===== src/rtl/lq_ooo_resp_if.sv =====
// Bus bundle for the out-of-order-response load queue: dispatch, memory
// request/response, writeback, flush and occupancy.
// When LQ_SUBWORD_EN is defined the dispatch side also carries access size
// and signedness.
interface lq_ooo_resp_if #(
  parameter int LQ_SIZE        = 8,
  parameter int ADDR_W         = 32,
  parameter int DATA_W         = 32,
  parameter int ROB_W          = 4,
  parameter int PHYS_REG_IDX_W = 6
);
  localparam int LQ_IDX_W = $clog2(LQ_SIZE);
  localparam int TAG_W    = LQ_IDX_W + 1;

  logic                      enq_valid;
  logic                      enq_ready;
  logic [ROB_W-1:0]          enq_rob;
  logic [PHYS_REG_IDX_W-1:0] enq_phys_rd;
  logic [ADDR_W-1:0]         enq_addr;
`ifdef LQ_SUBWORD_EN
  logic [1:0]                enq_size;
  logic                      enq_signed;
`endif
  logic                      mem_req_valid;
  logic                      mem_req_ready;
  logic [ADDR_W-1:0]         mem_req_addr;
  logic [TAG_W-1:0]          mem_req_tag;
  logic                      mem_resp_valid;
  logic [TAG_W-1:0]          mem_resp_tag;
  logic [DATA_W-1:0]         mem_resp_data;
  logic                      wb_valid;
  logic                      wb_ready;
  logic [ROB_W-1:0]          wb_rob;
  logic [PHYS_REG_IDX_W-1:0] wb_phys_rd;
  logic [DATA_W-1:0]         wb_data;
  logic                      flush;
  logic [LQ_IDX_W:0]         count;

  modport master (
    output enq_valid, enq_rob, enq_phys_rd, enq_addr,
`ifdef LQ_SUBWORD_EN
    output enq_size, enq_signed,
`endif
    output mem_req_ready, mem_resp_valid, mem_resp_tag, mem_resp_data,
    output wb_ready, flush,
    input  enq_ready, mem_req_valid, mem_req_addr, mem_req_tag,
    input  wb_valid, wb_rob, wb_phys_rd, wb_data, count
  );

  modport slave (
    input  enq_valid, enq_rob, enq_phys_rd, enq_addr,
`ifdef LQ_SUBWORD_EN
    input  enq_size, enq_signed,
`endif
    input  mem_req_ready, mem_resp_valid, mem_resp_tag, mem_resp_data,
    input  wb_ready, flush,
    output enq_ready, mem_req_valid, mem_req_addr, mem_req_tag,
    output wb_valid, wb_rob, wb_phys_rd, wb_data, count
  );
endinterface


===== src/rtl/lq_ooo_resp.sv =====
// Load queue: in-order dispatch and issue, out-of-order response by tag,
// in-order writeback. Tags are {epoch, index}; a flush toggles the epoch so
// responses to flushed loads are recognised and dropped.
// Optional macro LQ_SUBWORD_EN: per-entry size/sign, response data is
// aligned, masked and extended before being latched.
module lq_ooo_resp #(
  parameter int LQ_SIZE        = 8,
  parameter int ADDR_W         = 32,
  parameter int DATA_W         = 32,
  parameter int ROB_W          = 4,
  parameter int PHYS_REG_IDX_W = 6
) (
  input logic          clk,
  input logic          rst,
  lq_ooo_resp_if.slave bus
);
  localparam int LQ_IDX_W = $clog2(LQ_SIZE);
  localparam int CNT_W    = LQ_IDX_W + 1;
  localparam logic [CNT_W-1:0] CNT_FULL = CNT_W'(LQ_SIZE);

  typedef enum logic [1:0] {
    ST_FREE = 2'd0,
    ST_WAIT = 2'd1,
    ST_INFL = 2'd2,
    ST_DONE = 2'd3
  } ent_st_e;

  ent_st_e                   state_q [LQ_SIZE];
  ent_st_e                   state_d [LQ_SIZE];
  logic [ADDR_W-1:0]         addr_q  [LQ_SIZE];
  logic [ROB_W-1:0]          rob_q   [LQ_SIZE];
  logic [PHYS_REG_IDX_W-1:0] rd_q    [LQ_SIZE];
  logic [DATA_W-1:0]         data_q  [LQ_SIZE];
  logic [LQ_IDX_W-1:0]       head_q, head_d, tail_q, tail_d, iss_q, iss_d;
  logic [CNT_W-1:0]          count_q, count_d;
  logic                      epoch_q, epoch_d;

  logic                      enq_fire_s, req_fire_s, wb_fire_s, resp_hit_s;
  logic [LQ_IDX_W-1:0]       resp_idx_s;
  logic                      resp_ep_s;
  logic [DATA_W-1:0]         resp_data_s;

`ifdef LQ_SUBWORD_EN
  localparam int OFF_W = $clog2(DATA_W / 8);
  logic [1:0]                size_q  [LQ_SIZE];
  logic                      sgn_q   [LQ_SIZE];

  // Align the addressed bytes to bit 0, keep 8<<size bits, extend the rest.
  function automatic logic [DATA_W-1:0] fmt_subword(
    input logic [DATA_W-1:0] raw,
    input logic [OFF_W-1:0]  off,
    input logic [1:0]        size,
    input logic              sgn
  );
    logic [DATA_W-1:0] shifted;
    logic              fill;
    int                nbits;
    shifted = raw >> {off, 3'b000};
    nbits   = int'(32'd8 << size);
    if (nbits > DATA_W) nbits = DATA_W;
    else                nbits = nbits;
    fill = 1'b0;
    for (int i = 0; i < DATA_W; i++) begin
      if (i == nbits - 1) fill = sgn & shifted[i];
      else                fill = fill;
    end
    for (int i = 0; i < DATA_W; i++) begin
      fmt_subword[i] = (i < nbits) ? shifted[i] : fill;
    end
  endfunction

  assign resp_data_s = fmt_subword(bus.mem_resp_data, addr_q[resp_idx_s][OFF_W-1:0],
                                   size_q[resp_idx_s], sgn_q[resp_idx_s]);
`else
  assign resp_data_s = bus.mem_resp_data;
`endif

  assign resp_idx_s = bus.mem_resp_tag[LQ_IDX_W-1:0];
  assign resp_ep_s  = bus.mem_resp_tag[LQ_IDX_W];

  assign bus.enq_ready     = (count_q < CNT_FULL);
  assign bus.mem_req_valid = (state_q[iss_q] == ST_WAIT);
  assign bus.mem_req_addr  = addr_q[iss_q];
  assign bus.mem_req_tag   = {epoch_q, iss_q};
  assign bus.wb_valid      = (state_q[head_q] == ST_DONE);
  assign bus.wb_rob        = rob_q[head_q];
  assign bus.wb_phys_rd    = rd_q[head_q];
  assign bus.wb_data       = data_q[head_q];
  assign bus.count         = count_q;

  // Handshake qualification; a flush cancels every handshake in its cycle.
  always_comb begin
    enq_fire_s = bus.enq_valid && bus.enq_ready && !bus.flush;
    req_fire_s = bus.mem_req_valid && bus.mem_req_ready && !bus.flush;
    wb_fire_s  = bus.wb_valid && bus.wb_ready && !bus.flush;
    resp_hit_s = bus.mem_resp_valid && (resp_ep_s == epoch_q) &&
                 (state_q[resp_idx_s] == ST_INFL);
  end

  // Next state of entry states, pointers, occupancy and epoch.
  always_comb begin
    state_d = state_q;
    head_d  = head_q;
    tail_d  = tail_q;
    iss_d   = iss_q;
    count_d = count_q;
    epoch_d = epoch_q;
    if (bus.flush) begin
      for (int i = 0; i < LQ_SIZE; i++) state_d[i] = ST_FREE;
      head_d  = '0;
      tail_d  = '0;
      iss_d   = '0;
      count_d = '0;
      epoch_d = ~epoch_q;
    end else begin
      // The four events touch disjoint slots (INFL, WAIT, DONE, FREE).
      if (resp_hit_s) state_d[resp_idx_s] = ST_DONE;
      else            state_d[resp_idx_s] = state_d[resp_idx_s];
      if (req_fire_s) begin
        state_d[iss_q] = ST_INFL;
        iss_d          = iss_q + 1'b1;
      end else begin
        iss_d = iss_q;
      end
      if (wb_fire_s) begin
        state_d[head_q] = ST_FREE;
        head_d          = head_q + 1'b1;
      end else begin
        head_d = head_q;
      end
      if (enq_fire_s) begin
        state_d[tail_q] = ST_WAIT;
        tail_d          = tail_q + 1'b1;
      end else begin
        tail_d = tail_q;
      end
      case ({enq_fire_s, wb_fire_s})
        2'b10:   count_d = count_q + 1'b1;
        2'b01:   count_d = count_q - 1'b1;
        default: count_d = count_q;
      endcase
    end
  end

  // Control state register with synchronous reset.
  always_ff @(posedge clk) begin
    if (rst) begin
      for (int i = 0; i < LQ_SIZE; i++) state_q[i] <= ST_FREE;
      head_q  <= '0;
      tail_q  <= '0;
      iss_q   <= '0;
      count_q <= '0;
      epoch_q <= 1'b0;
    end else begin
      state_q <= state_d;
      head_q  <= head_d;
      tail_q  <= tail_d;
      iss_q   <= iss_d;
      count_q <= count_d;
      epoch_q <= epoch_d;
    end
  end

  // Per-entry payload; validity is carried by the state, so no reset needed.
  always_ff @(posedge clk) begin
    if (enq_fire_s) begin
      addr_q[tail_q] <= bus.enq_addr;
      rob_q[tail_q]  <= bus.enq_rob;
      rd_q[tail_q]   <= bus.enq_phys_rd;
`ifdef LQ_SUBWORD_EN
      size_q[tail_q] <= bus.enq_size;
      sgn_q[tail_q]  <= bus.enq_signed;
`endif
    end
    if (resp_hit_s) data_q[resp_idx_s] <= resp_data_s;
  end
endmodule


===== src/flat_wrapper.sv =====
// flat-port wrapper written by rule: the top's interface ports become plain ports
module lq_ooo_resp_flat 
#(
  parameter int LQ_SIZE        = 8,
  parameter int ADDR_W         = 32,
  parameter int DATA_W         = 32,
  parameter int ROB_W          = 4,
  parameter int PHYS_REG_IDX_W = 6
)
  (clk, rst, bus_enq_valid, bus_enq_rob, bus_enq_phys_rd, bus_enq_addr, bus_mem_req_ready, bus_mem_resp_valid, bus_mem_resp_tag, bus_mem_resp_data, bus_wb_ready, bus_flush, bus_enq_ready, bus_mem_req_valid, bus_mem_req_addr, bus_mem_req_tag, bus_wb_valid, bus_wb_rob, bus_wb_phys_rd, bus_wb_data, bus_count);
  lq_ooo_resp_if #(.LQ_SIZE(LQ_SIZE), .ADDR_W(ADDR_W), .DATA_W(DATA_W), .ROB_W(ROB_W), .PHYS_REG_IDX_W(PHYS_REG_IDX_W)) bus_i ();
  input logic clk;
  input logic rst;
  input wire logic [$bits(bus_i.enq_valid)-1:0] bus_enq_valid;
  input wire logic [$bits(bus_i.enq_rob)-1:0] bus_enq_rob;
  input wire logic [$bits(bus_i.enq_phys_rd)-1:0] bus_enq_phys_rd;
  input wire logic [$bits(bus_i.enq_addr)-1:0] bus_enq_addr;
  input wire logic [$bits(bus_i.mem_req_ready)-1:0] bus_mem_req_ready;
  input wire logic [$bits(bus_i.mem_resp_valid)-1:0] bus_mem_resp_valid;
  input wire logic [$bits(bus_i.mem_resp_tag)-1:0] bus_mem_resp_tag;
  input wire logic [$bits(bus_i.mem_resp_data)-1:0] bus_mem_resp_data;
  input wire logic [$bits(bus_i.wb_ready)-1:0] bus_wb_ready;
  input wire logic [$bits(bus_i.flush)-1:0] bus_flush;
  output wire logic [$bits(bus_i.enq_ready)-1:0] bus_enq_ready;
  output wire logic [$bits(bus_i.mem_req_valid)-1:0] bus_mem_req_valid;
  output wire logic [$bits(bus_i.mem_req_addr)-1:0] bus_mem_req_addr;
  output wire logic [$bits(bus_i.mem_req_tag)-1:0] bus_mem_req_tag;
  output wire logic [$bits(bus_i.wb_valid)-1:0] bus_wb_valid;
  output wire logic [$bits(bus_i.wb_rob)-1:0] bus_wb_rob;
  output wire logic [$bits(bus_i.wb_phys_rd)-1:0] bus_wb_phys_rd;
  output wire logic [$bits(bus_i.wb_data)-1:0] bus_wb_data;
  output wire logic [$bits(bus_i.count)-1:0] bus_count;
  assign bus_i.enq_valid = bus_enq_valid;
  assign bus_i.enq_rob = bus_enq_rob;
  assign bus_i.enq_phys_rd = bus_enq_phys_rd;
  assign bus_i.enq_addr = bus_enq_addr;
  assign bus_i.mem_req_ready = bus_mem_req_ready;
  assign bus_i.mem_resp_valid = bus_mem_resp_valid;
  assign bus_i.mem_resp_tag = bus_mem_resp_tag;
  assign bus_i.mem_resp_data = bus_mem_resp_data;
  assign bus_i.wb_ready = bus_wb_ready;
  assign bus_i.flush = bus_flush;
  assign bus_enq_ready = bus_i.enq_ready;
  assign bus_mem_req_valid = bus_i.mem_req_valid;
  assign bus_mem_req_addr = bus_i.mem_req_addr;
  assign bus_mem_req_tag = bus_i.mem_req_tag;
  assign bus_wb_valid = bus_i.wb_valid;
  assign bus_wb_rob = bus_i.wb_rob;
  assign bus_wb_phys_rd = bus_i.wb_phys_rd;
  assign bus_wb_data = bus_i.wb_data;
  assign bus_count = bus_i.count;
  lq_ooo_resp #(.LQ_SIZE(LQ_SIZE), .ADDR_W(ADDR_W), .DATA_W(DATA_W), .ROB_W(ROB_W), .PHYS_REG_IDX_W(PHYS_REG_IDX_W)) u_core (.clk(clk), .rst(rst), .bus(bus_i));
endmodule

===== config.mk =====
export PLATFORM = sky130hd
export DESIGN_NAME = lq_ooo_resp_flat
export DESIGN_NICKNAME = d
export VERILOG_FILES = /design/src/rtl/lq_ooo_resp_if.sv /design/src/rtl/lq_ooo_resp.sv /design/src/flat_wrapper.sv
export SDC_FILE = /design/constraint.sdc
export NUM_CORES = 1
export LEC_CHECK = 0
export ABC_CLOCK_PERIOD_IN_PS = 4370
export BUFFER_PORTS_ARGS = -buffer_cell sky130_fd_sc_hd__buf_2
export CAP_MARGIN = 10
export CELL_PAD_IN_SITES_DETAIL_PLACEMENT = 2
export CELL_PAD_IN_SITES_GLOBAL_PLACEMENT = 2
export CORE_AREA = 2 2 232 234
export DETAILED_ROUTE_END_ITERATION = 8
export DIE_AREA = 0 0 234 236
export PLACE_DENSITY_LB_ADDON = 0.05
export REMOVE_ABC_BUFFERS = 1
export SLEW_MARGIN = 20
export SYNTH_ARGS = -nofsm -noshare
export SYNTH_HDL_FRONTEND = slang
export SYNTH_SLANG_ARGS = --single-unit

===== constraint.sdc =====
create_clock -name clk -period 4.37 [get_ports clk]
set_input_delay 0.6555 -clock clk [delete_from_list [all_inputs] [get_ports clk]]
set_output_delay 0.6555 -clock clk [all_outputs]
set_load 0.01 [all_outputs]

==> run_results.csv <==
group,metric,value,unit
sta,maxSlewViolCount,0,
grt,grt_pass1_wl,104,mm
detailed_routing,wl_per_cell,34.1,um
sta,fin_crit_sh,78.7,%
logic_synthesis,synth-edff-count,592,
logic_synthesis,synthArstFlopShare,0,%
sta,slew_headroom,30.4,%
placement,place_inst,1978,
logic_synthesis,synth_ff_type,"edfxtp_1",
final_layout,final_area,0.0287,mm^2
placement,gp_congestion,0.825,
placement,portBuffers,169,
detailed_routing,drt_iter0_drc,954,
logic_synthesis,syn_area_per_cell,21.4,um^2
pwr,vdd_drop_max,0.292,mV
clock_tree,ctsRootBufferMaster,"clkbuf_16",
logic_synthesis,synthTopCellsByArea,"edfxtp_1, mux4_2, mux2_2",
final_layout,final_cells,2106,
worst_setup_path,reg2reg_to,"u_core.bus.count[2]",
logic_synthesis,yosysSeqAreaShare,75.3,%
detailed_routing,firstDrtPassIters,5,
logic_synthesis,yosysWarnings,0,
logic_synthesis,yosysUniqueCellTypes,60,
logic_synthesis,syn_inst,1146,
worst_setup_path,cp_top_family,"multiplexers",
grt,grt_pass1_vias,13884,
floorplan,rows,85,
min_path,hold_path_depth,2,
worst_setup_path,r2r_start,"u_core.head_q[1]",
grt,grt_max_degree,65,
logic_synthesis,synth-seq-cells,628,
logic_synthesis,synth_top_family_by_area,"multiplexers",
final_layout,fill_cells,4545,
floorplan,coreArea,0.0531,mm^2
floorplan,start_util,46.3,%
worst_setup_path,cp_cell_sequence,"buf_12, mux4_2, mux2_2, buf_2",
detailed_routing,viasPerCell,5.94,
sta,fin_crit,3.44,ns
detailed_routing,drt-total-wl,71.8,mm
sta,setup_viol,0,
detailed_routing,drc_errors,0,
logic_synthesis,yosysTopAreaCell,"edfxtp_1",
logic_synthesis,synth_area,0.0246,mm^2
clock_tree,cts_made_buffers,69,
floorplan,die_w,234,um
final_layout,drive_gt1_share,40.0,%
clock_tree,clk_path_buf_depth,3,
sta,worst_pin_slew,1.04,ns
worst_setup_path,worstRegToRegCells,11,
final_layout,area_delta_synth_final,16.8,%
clock_tree,ctsResizeCount,0,
worst_setup_path,required,3.71,ns
worst_setup_path,critical_path_buf_inv_count,2,
grt,grt_usage,26.6,%
sta,max_freq,291,MHz
detailed_routing,vias,12518,
worst_setup_path,cpPeakStageDelay,0.67,ns
clock_tree,cts_hold_buf,0,
detailed_routing,antenna_left,0,
sta,finClkSkew,0.0309,ns
grt,antenna_found_initial,9,
logic_synthesis,synth-xor-area-share,0.249,%
min_path,min_to,"u_core.epoch_q",
logic_synthesis,synthAdderAreaFrac,0.305,%
floorplan,die_height,236,um
worst_setup_path,critical_path_arrival,2.78,ns
logic_synthesis,synth-simple-area-share,2.79,%
run,drv_cap,0,
sta,rsz0062_at_grt,"false",
worst_setup_path,critical_path.slowest_cell,"dfxtp_4",
clock_tree,post_cts_buffers,0,
final_layout,final_core_util,54.1,%
logic_synthesis,muxShareOfSynthArea,18.1,%
worst_setup_path,crit_type,"flip-flop to primary output",
worst_setup_path,start_kind,"flip-flop",
placement,hpwl,41.6,mm
final_layout,nets,1444,
floorplan,die_area,0.0552,mm^2
floorplan,ioPinCount,170,
pwr,power_density,453,mW/mm^2
worst_setup_path,reg2reg_slack,0.98,ns
clock_tree,clkTransAtPathRegs,0.06,ns
run_status,outcome,"finished, final reports clean",
min_path,hold_class,"input port to flip-flop",
logic_synthesis,synth_top_area_share,72.3,%
min_path,hp-start,"rst",
clock_tree,htree_levels,3,
worst_setup_path,endpoint_kind,"primary output",
worst_setup_path,cp_max_fo,42,
pwr,total_leakage_power,9.09,nW
sta,hold_viol_final,0,
logic_synthesis,synth_compound_area_share,2.00,%
placement,placed_cell_area,0.0264,mm^2
grt,grt_overflow,0,
clock_tree,cts_tree,"yes",
clock_tree,insertion_delay,0.62,ns
clock_tree,clkSinkCount,628,
==> flip-flops by register name, summed over array words and instances, names as in the netlist, named ones only <==
name              flops
u_core.bus.count      4
u_core.data_q       256
u_core.rob_q         32
u_core.tail_q         3
u_core.rd_q          48
u_core.state_q       16
u_core.addr_q       256
u_core.head_q         3
u_core.iss_q          3
u_core.epoch_q        1
==> kinds of logic (layout without fill, tap and decap cells) <==
logic type               after synthesis  in the layout
flip-flops                           628            628
multiplexers                         243            243
AND/OR/NAND/NOR                      121            121
buffers and inverters                 74            336
AO/OA/AOI/OAI                         67             67
XOR/XNOR                               7              7
adder cells (fa/ha/maj)                6              6
other                                  0              2
==> worst max path at each step <==
| stage | startpoint | end | slack (ns) | cells after the start |
|---|---|---|---|---|
| floorplan | flip-flop | bus_wb_data[0] | -0.76 | 2 |
| global placement | bus_mem_resp_tag[2] | u_core.data_q[6][9] | 0.99 | 7 |
| detailed placement | bus_mem_resp_tag[2] | u_core.data_q[4][9] | 0.80 | 7 |
| CTS | flip-flop | bus_mem_req_addr[26] | 0.83 | 4 |
| global route | u_core.head_q[1] | u_core.bus.count[2] | 0.73 | 11 |
| finish | flip-flop | bus_mem_req_addr[9] | 0.93 | 4 |
==> metal layers <==
layer  up-vias  part of all wire, %  GRT usage [%]
li1       5214                    -              -
met1      6784                   41           35.1
met2       394                   52           45.7
met3       118                  4.5           4.64
met4         8                  2.4           6.94
met5         -                0.071              0
==> report_power, final <==
part,internal (mW),leakage (nW),switching (mW)
combinational,0.0954,2.34,0.201
clock,3.55,1.13,2.53
sequential,6.60,5.63,0.0195
==> per-stage QoR <==
step           setup slack, ns  hold slack [ns]  power [mW]  setup TNS, ns
2_1_floorplan           -0.760            0.528        6.84         -31.92
3_3_place_gp             0.986            0.561        7.01              0
3_5_place_dp             0.801            0.576        7.04              0
4_1_cts                  0.834            0.255        13.1              0
5_1_grt                  0.728            0.274        13.3              0
6_report                 0.932            0.282        13.0              0
==> worst reg2reg max path: stages, from the launching register on <==
cell and delay [ns]:
dfxtp_1 0.71, and2_1 0.33, a22oi_1 0.12, o211a_1 0.36, nor3_4 0.46, ha_1 0.35
xor2_1 0.19, ha_1 0.16, a21oi_1 0.05, xnor2_1 0.14, or3_1 0.30, a21oi_1 0.15
==> placed cells by master, fill, tap and decap left out, types with 9 or more instances in the layout <==
master and count:
buf_4 21, nand2b_1 18, clkbuf_16 72, clkinv_1 13
o21ai_0 9, mux2_2 75, nand2_1 25, a31oi_1 9
nor2_1 18, nor2_4 9, buf_2 169, edfxtp_1 592
clkinv_2 11, a21oi_1 18, clkbuf_1 13, mux4_2 153
mux2i_1 14, dfxtp_1 30
==> synth_stat cells (3+ instances only) <==
cell type,count
a21oi_1,18
a31oi_1,9
buf_1,7
buf_2,19
clkbuf_1,32
dfxtp_1,36
edfxtp_1,592
ha_1,6
inv_1,12
mux2_2,75
mux2i_1,14
mux4_2,153
nand2_1,25
nand2b_1,18
nand3b_1,3
nor2_1,27
nor2b_1,6
nor3_1,5
nor4_1,8
nor4b_1,3
nor4bb_1,3
o211ai_1,6
o21ai_0,9
o22ai_1,3
o311ai_0,3
or3_1,7
xnor2_1,4
xor2_1,3
==> area by class of cell <==
type,count,area [um^2],share of cell area [%]
diodes,2,5.00,0.0174
clock buffers,88,1890,6.59
clock inverters,38,403,1.40
inverters,12,45.0,0.157
multi-input cells,444,5830,20.3
flip-flops and latches,628,18500,64.5
well taps,696,871,3.03
repair buffers,198,1160,4.05
Note: power is estimated with default switching activity, not from simulation.
